## src/rtl/if_fetch_unit_pkg.sv

```systemverilog
// Shared types and constants for the instruction fetch unit.
// Holds the fetch state enum, default reset PC and instruction step.
package if_fetch_unit_pkg;

  typedef enum logic [1:0] {
    BOOT = 2'd0,
    RUN  = 2'd1,
    HALT = 2'd2
  } ifu_state_e;

  localparam logic [31:0] IFU_RESET_PC = 32'h0000_0000;
  localparam logic [31:0] INSTR_STEP   = 32'd4;

endpackage

```

## src/rtl/if_next_pc.sv

```systemverilog
// Combinational next fetch address: reset, boot, redirect, replay, step.
// Ports: reset/state/redirect/handshake in, current if_pc in, pc out.
module if_next_pc
  import if_fetch_unit_pkg::*;
#(
  parameter logic [31:0] RESET_PC = IFU_RESET_PC
) (
  input  logic        reset,
  input  ifu_state_e  state,
  input  logic        redirect_valid,
  input  logic [31:0] redirect_pc,
  input  logic        if_valid,
  input  logic        id_ready,
  input  logic [31:0] if_pc,
  output logic [31:0] pc
);

  always_comb begin
    pc = RESET_PC;
    if (!reset) begin
      unique case (state)
        BOOT: pc = redirect_valid ? redirect_pc : RESET_PC;
        RUN: begin
          if (redirect_valid)
            pc = redirect_pc;
          else if (if_valid && !id_ready)
            pc = if_pc;
          else
            pc = if_pc + INSTR_STEP;
        end
        HALT:    pc = if_pc;
        default: pc = RESET_PC;
      endcase
    end
  end

endmodule

```

## src/rtl/if_fetch_unit.sv

```systemverilog
// Instruction fetch stage with stall replay and redirect squash.
// Ports: clk/reset, pc/instruction to imem, id_ready, redirect_*,
// if_valid/if_pc/if_instr to decode, fetch_fault, fetch_count.
// Optional misaligned-redirect halt: define IFU_MISALIGN_CHK_EN.
module if_fetch_unit
  import if_fetch_unit_pkg::*;
#(
  parameter logic [31:0] RESET_PC = IFU_RESET_PC,
  parameter int          CNT_W    = 32
) (
  input  logic             clk,
  input  logic             reset,
  output logic [31:0]      pc,
  input  logic [31:0]      instruction,
  input  logic             id_ready,
  input  logic             redirect_valid,
  input  logic [31:0]      redirect_pc,
  output logic             if_valid,
  output logic [31:0]      if_pc,
  output logic [31:0]      if_instr,
  output logic             fetch_fault,
  output logic [CNT_W-1:0] fetch_count
);

  ifu_state_e  state;
  logic [31:0] resp_pc;
  logic [31:0] tgt_pc;

`ifdef IFU_MISALIGN_CHK_EN
  logic fault_q;
  logic misalign;
  assign tgt_pc      = redirect_pc;
  assign misalign    = (state == RUN) && redirect_valid &&
                       (redirect_pc[1:0] != 2'b00);
  assign fetch_fault = fault_q;
`else
  // Low bits are dropped: the target is forced word aligned.
  logic unused_rpc_lsb;
  assign unused_rpc_lsb = ^redirect_pc[1:0];
  assign tgt_pc         = {redirect_pc[31:2], 2'b00};
  assign fetch_fault    = 1'b0;
`endif

  // A redirect squashes the word returning this cycle.
  assign if_valid = !reset && (state == RUN) && !redirect_valid;
  assign if_pc    = resp_pc;
  assign if_instr = instruction;

  if_next_pc #(
    .RESET_PC(RESET_PC)
  ) u_next_pc (
    .reset         (reset),
    .state         (state),
    .redirect_valid(redirect_valid),
    .redirect_pc   (tgt_pc),
    .if_valid      (if_valid),
    .id_ready      (id_ready),
    .if_pc         (resp_pc),
    .pc            (pc)
  );

  always_ff @(posedge clk) begin
    if (reset) begin
      state       <= BOOT;
      resp_pc     <= RESET_PC;
      fetch_count <= '0;
`ifdef IFU_MISALIGN_CHK_EN
      fault_q     <= 1'b0;
`endif
    end else begin
      resp_pc <= pc;
      if (if_valid && id_ready)
        fetch_count <= fetch_count + CNT_W'(1);
      unique case (state)
        BOOT: state <= RUN;
        RUN: begin
`ifdef IFU_MISALIGN_CHK_EN
          if (misalign) begin
            state   <= HALT;
            fault_q <= 1'b1;
          end
`endif
        end
        HALT:    state <= HALT;
        default: state <= BOOT;
      endcase
    end
  end

endmodule

```

## config.mk

```make
export PLATFORM = sky130hd
export DESIGN_NAME = if_fetch_unit
export DESIGN_NICKNAME = d
export VERILOG_FILES = /design/src/rtl/if_fetch_unit_pkg.sv /design/src/rtl/if_next_pc.sv /design/src/rtl/if_fetch_unit.sv
export SDC_FILE = /design/constraint.sdc
export NUM_CORES = 1
export LEC_CHECK = 0
export BUFFER_PORTS_ARGS = -buffer_cell sky130_fd_sc_hd__buf_2
export CAP_MARGIN = 25
export CORE_ASPECT_RATIO = 0.9
export CORE_MARGIN = 1.5
export CORE_UTILIZATION = 50
export DETAILED_ROUTE_END_ITERATION = 6
export PLACE_DENSITY_LB_ADDON = 0.3
export SLEW_MARGIN = 20
export SYNTH_ARGS = -nofsm -noshare
export SYNTH_HDL_FRONTEND = slang
export SYNTH_HIERARCHICAL = 1
export SYNTH_SLANG_ARGS = --single-unit
```

## constraint.sdc

```tcl
create_clock -name clk -period 6 [get_ports clk]
set_input_delay 0.3 -clock clk [delete_from_list [all_inputs] [get_ports clk]]
set_output_delay 0.3 -clock clk [all_outputs]
set_load 0.05 [all_outputs]
```

Word level (Yosys, flattened, before mapping):

Cells that the tools add are included.

* latch bits: 0
* output and inout bits: 130
* ROM bits: 0
* input port bits: 68
* memories kept: 0
* RAM bits: 0
* bits in registers: 66

* multiplexer cells: 6
* add/sub/neg operators: 2
* div/mod/pow operators: 0
* reductions and logical operators: 8
* bitwise gates (word level): 0
* order comparisons: 0
* shift operators: 0
* eq/ne operators: 2
* $mul: 0

Operators with widths (count)
* $mux W32: 4
* $pmux W32 S3: 1
* $add A32 B1 Y32 const B: 1
* $add A32 B3 Y32 const B: 1
* $pmux W2 S3: 1
* $logic_and A1 B1 Y1: 4
* $logic_not A1 Y1: 3
* $eq A2 B1 Y1 const B: 1
* $eq A2 B2 Y1 const B: 1
* $logic_not A2 Y1: 1

Longest topological paths before layout:

* depth after elaboration: 8
* mapped depth: 10

Cells and area by module:

Netlist, hierarchy kept.

By module, submodules not included
* if_fetch_unit: instances 1, cells an instance 294, area each 2750.1 um^2
* if_next_pc: instances 1, cells an instance 209, area each 1321.3 um^2

Worst setup path after synthesis:

No wires, ideal clock.

* kind: register -> output
* start: register state[0]
* end: output pc[24]
* buffers on the path: 2
* cell stages (with the launch flop): 10
* path slack: 1.903 ns
* data arrival time: 3.797 ns
* path through: dfxtp_1 > or4b_4 > inv_2 > clkbuf_1 > nand2b_1 > nand4_1 > clkbuf_1 > nor3_1 > a2bb2oi_1 > o21ai_0

* longest elaborated chain between the ends: 8
* elaborated cells between the ends (all ways): 10

Ends and longest elaborated chain
* from (decl): line if_fetch_unit.sv:25 `ifu_state_e state;`
* from (signal assigned): line if_fetch_unit.sv:64 `state <= BOOT;`
* from (signal assigned): line if_fetch_unit.sv:75 `BOOT: state <= RUN;`
* from (signal assigned): line if_fetch_unit.sv:84 `HALT: state <= HALT;`
* $eq A2 B1 Y1: line if_fetch_unit.sv:45 `assign if_valid = !reset && (state == RUN) && !redirect_valid;`
* $logic_and A1 B1 Y1 (2 in series): line if_fetch_unit.sv:45
* via if_valid: line if_fetch_unit.sv:18 `output logic if_valid,`
* $logic_and A1 B1 Y1: line if_next_pc.sv:26 `else if (if_valid && !id_ready)`
* $mux W32: line if_next_pc.sv:26
* $mux W32: line if_next_pc.sv:24 `if (redirect_valid)`
* $pmux W32 S3: line if_next_pc.sv:21 `unique case (state)`
* $mux W32: line if_next_pc.sv:20 `if (!reset) begin`
* to (decl): line if_fetch_unit.sv:13 `output logic [31:0] pc,`

The timed path passes the listed nets, and every way through them passes these cells.

Worst setup path after layout:

* start: register state[1]
* end: output pc[19]

* longest elaborated chain between the ends: 8
* elaborated cells between the ends (all ways): 10

Ends and longest elaborated chain (line)
* $eq A2 B1 Y1: if_next_pc.sv:21, if_fetch_unit.sv:45
* $logic_and A1 B1 Y1 (2 in series): if_fetch_unit.sv:45
* $logic_and A1 B1 Y1: if_next_pc.sv:26
* $mux W32: if_next_pc.sv:26
* $mux W32: if_next_pc.sv:24
* $pmux W32 S3 *: if_next_pc.sv:21
* $mux W32 *: if_next_pc.sv:20

Every way passes the cells marked *; elsewhere a longest branch is shown, timed or not.

==> impl_results.md <==
* Die H at between 80 and 90 µm
* Highest Clock Rate at roughly 0.27 GHz
* Via density at about 6.0
* Gr usage total at 23.5%
* Endpoint class of the critical path: output port
* Final hold viol count at 0
* Drt wl/cell at approximately 16 µm
* Syn Std Cell Area at between 0.004 and 0.005 mm²
* Root Driver: clkbuf_8
* Fillers at 763
* Setup tns final at 0 ps
* Worst min path class: in2reg
* Sequential share of the synthesized area at 32.5%
* Final setup viols at 0
* Worst-path clk slew at about 70 ps
* Slew HR at 38.6%
* CP most frequent cell: nand2b_1
* CP Cell Sequence: or4b_4 -> inv_2 -> nand2b_1 -> nand2b_1 -> nor2_1 -> a221o_1 -> o211ai_1 -> buf_2
* Hpwl dp at around 7500 µm
* Vias in the first global route at approximately 3,500
* Max H-tree Level at 3
* Worst Reg-to-Reg Cells at 8
* Fin cells at around 700
* Async SR Flop Fraction at 0%
* Power Dens Cells at between 200 and 250 mW/mm²
* Delay-heaviest family, CP: simple AND/OR/NAND/NOR gates
* Initial Util at 51.0%
* CP startpoint kind: register
* Hold_ws at around 340 ps
* Post-CTS Resized at 0
* Mean Syn Cell Area at around 8.1 µm²
* Peak fanout along the critical path at 15
* Bufs and invs on worst path at 2
* Hold_sp: id_ready
* Core Footprint at roughly 0.008 mm²
* CP arrival at 3400 ps
* Share of cells above drive strength 1 at 28.5%
* Final critical-path required period at 3700 ps
* CTS Buf Count at 9
* Initial antenna violation count at 0
* Die X at approximately 100 µm
* Gr ovfl total at 0
* Cts-stage hold buffer count at 0
* Slowest stage delay, CP at around 620 ps
* Critical path data required time at between 5000 and 6000 ps
* Util after Layout at roughly three fifths
* CTS sink cnt at 66
* Detailed Route WL at about 11,000 µm
* Row count at 31
* Synth Warn # at 6
* Worst slew pin tran at between 900 and 1000 ps
* Initial DRT Pass Iterations at 5
* Fin crit share at approximately three fifths
* Multi-input gate area at between 0.002 and 0.0025 mm²
* Longest Clk Path Bufs at 2
* Flops & latches, synth at 66
* Hold Path Sink: fetch_count[1]$_SDFFE_PP0P_
* 1st-iter DRT viols at 249
* Cells after synthesis at 503
* Post-synth EDFFs at 0
* # Post-CTS Setup Buffers at 0
* Unrepaired setup endpoints after global routing: no
* Reg-to-reg startpoint: state[1]$_SDFFE_PP0P_
* Clock latency on the worst-skew pair at roughly 350 ps
* CTS tree: built
* Worst Hold Depth at 3
* Worst R2R Setup Slack at a little over 3000 ps
* I/O pin count at between 150 and 200
* Largest net degree at the start of global routing at 74
* R2r endpoint: if_pc[19]$_SDFF_PP0_
* Worst clock skew at between 10 and 15 ps
* LEAKAGE at between 0.0015 and 0.002 µW
* Critical setup path kind: reg2out
* Placed cell count at around 670
* First-pass GRT wire length at between 15,000 and 20,000 µm
* Vias at 4,127
* Port buffer count at 130
* ANT cells at 0
* Die ar. at 0.00869 mm²
* Max-Cap Viols at 0
* Placer Congestion at between 0.7 and 0.8
* Levels on crit path at 8
* Ys flop type: dfxtp_1
* Max VDD drop at about 0.14 mV
* Final Max Slew Viols at 0
* Netlist cell types at 51
* Cell at the slowest stage of the critical path: or4b_4
* Nets@finish at approximately 650
* DRC viols at 0
* Sequential cell area at 0.00132 mm²
* Final ANT Viol Nets at 0
* P&R area growth vs syn at 15.5%
* Status: finished clean
[per-stage QoR]
step / setup WS (ps) / cell area, µm² / power [µW]
after global routing: 2080 / 4700 / 1020
after global placement: 2770 / 4490 / 608
after floorplan: 1900 / 4080 / 630
final: 2300 / 4700 / 985
after CTS: 2330 / 4700 / 994
after detailed placement: 2700 / 4500 / 611
[cells in the mapped netlist (3+ instances only)]
cell      count  share of area [%]
nor2_1       29                2.7
nand2b_1      5               0.77
dfxtp_1      66                 32
and4_1       11                2.4
xnor2_1      22                4.7
o22ai_1      18                2.8
o31ai_1      16                3.0
nor4_2        4                1.2
buf_4        33                6.1
xor2_1        8                1.7
nand4_1      20                3.1
inv_1         7               0.65
nor2b_1      38                5.8
a21o_1        3               0.55
or3_1         4               0.61
nor4_1        8                1.2
and3_1        3               0.46
nand3_1      22                2.7
o21ai_0      11                1.4
or4_1        16                3.0
a21oi_1      31                3.8
a22oi_1      24                4.4
clkbuf_1     33                3.0
nor3_1       10                1.2
nand2_1      25                2.3
[power breakdown]
part	internal [µW]	switching (µW)	leakage [µW]
clock	203	181	0.0000945
combinational	40.4	106	0.00122
sequential	445	10.6	0.000535
total	688	297	0.00185
[cells by family after synthesis]
| logic type | synth area share [%] |
|---|---|
| compound gates | 19.0 |
| mux | 0.277 |
| flops | 32.5 |
| xor+xnor | 6.45 |
| buf+inv | 10.3 |
| fa+ha+maj | 0.615 |
| other cells | 0.0921 |
| simple gates | 30.8 |
[cells in the final DEF (no fill, tap or decap), types with 5 or more instances in the layout]
master	instances
buf_2	130
dfxtp_1	66
nor2b_1	36
a21oi_1	31
nor2_1	29
nand2_1	25
a22oi_1	24
nand3_1	22
xnor2_1	22
nand4_1	20
o22ai_1	18
o31ai_1	16
or4_1	16
and4_1	11
o21ai_0	11
clkbuf_8	10
nor3_1	10
xor2_1	8
nor4_1	8
inv_1	7
nand2b_1	5
[flip-flops by register name (all words and copies together), names as in the netlist]
signal / cells
fetch_count: 32
if_pc: 32
state: 2
[worst max-delay path by stage]
stage                               start     end  slack, ps
finish              state[1]$_SDFFE_PP0P_  pc[19]       2300
global placement    state[1]$_SDFFE_PP0P_  pc[19]       2770
floorplan           state[0]$_SDFFE_PP0P_  pc[24]       1900
CTS                 state[1]$_SDFFE_PP0P_  pc[19]       2330
global route        state[1]$_SDFFE_PP0P_  pc[19]       2080
detailed placement  state[1]$_SDFFE_PP0P_  pc[19]       2700
[worst register-to-register path, stage by stage, from the launching register on]
cell and delay (ps):
dfxtp_1 450, or4b_4 620, inv_2 220, nand2b_1 200, nand2b_1 570, nor2_1 180, a221o_1 330, o211ai_1 180
nor2b_1 150
[layer usage]
metal	share of wire (%)	global-route usage, %
met5	0	0
met4	1.6	8.57
met1	46	32.1
met2	46	36.2
met3	6.7	5.92
[area by class of cell]
class	instances	share of cell area, %
clock inverters	6	1.41
flip-flops and latches	66	28.1
repair buffers	133	14.4
well taps	99	2.64
inverters	8	0.639
clock buffers	10	2.93
multi-input cells	363	49.9
No activity file was read; power rests on OpenSTA's default activity.
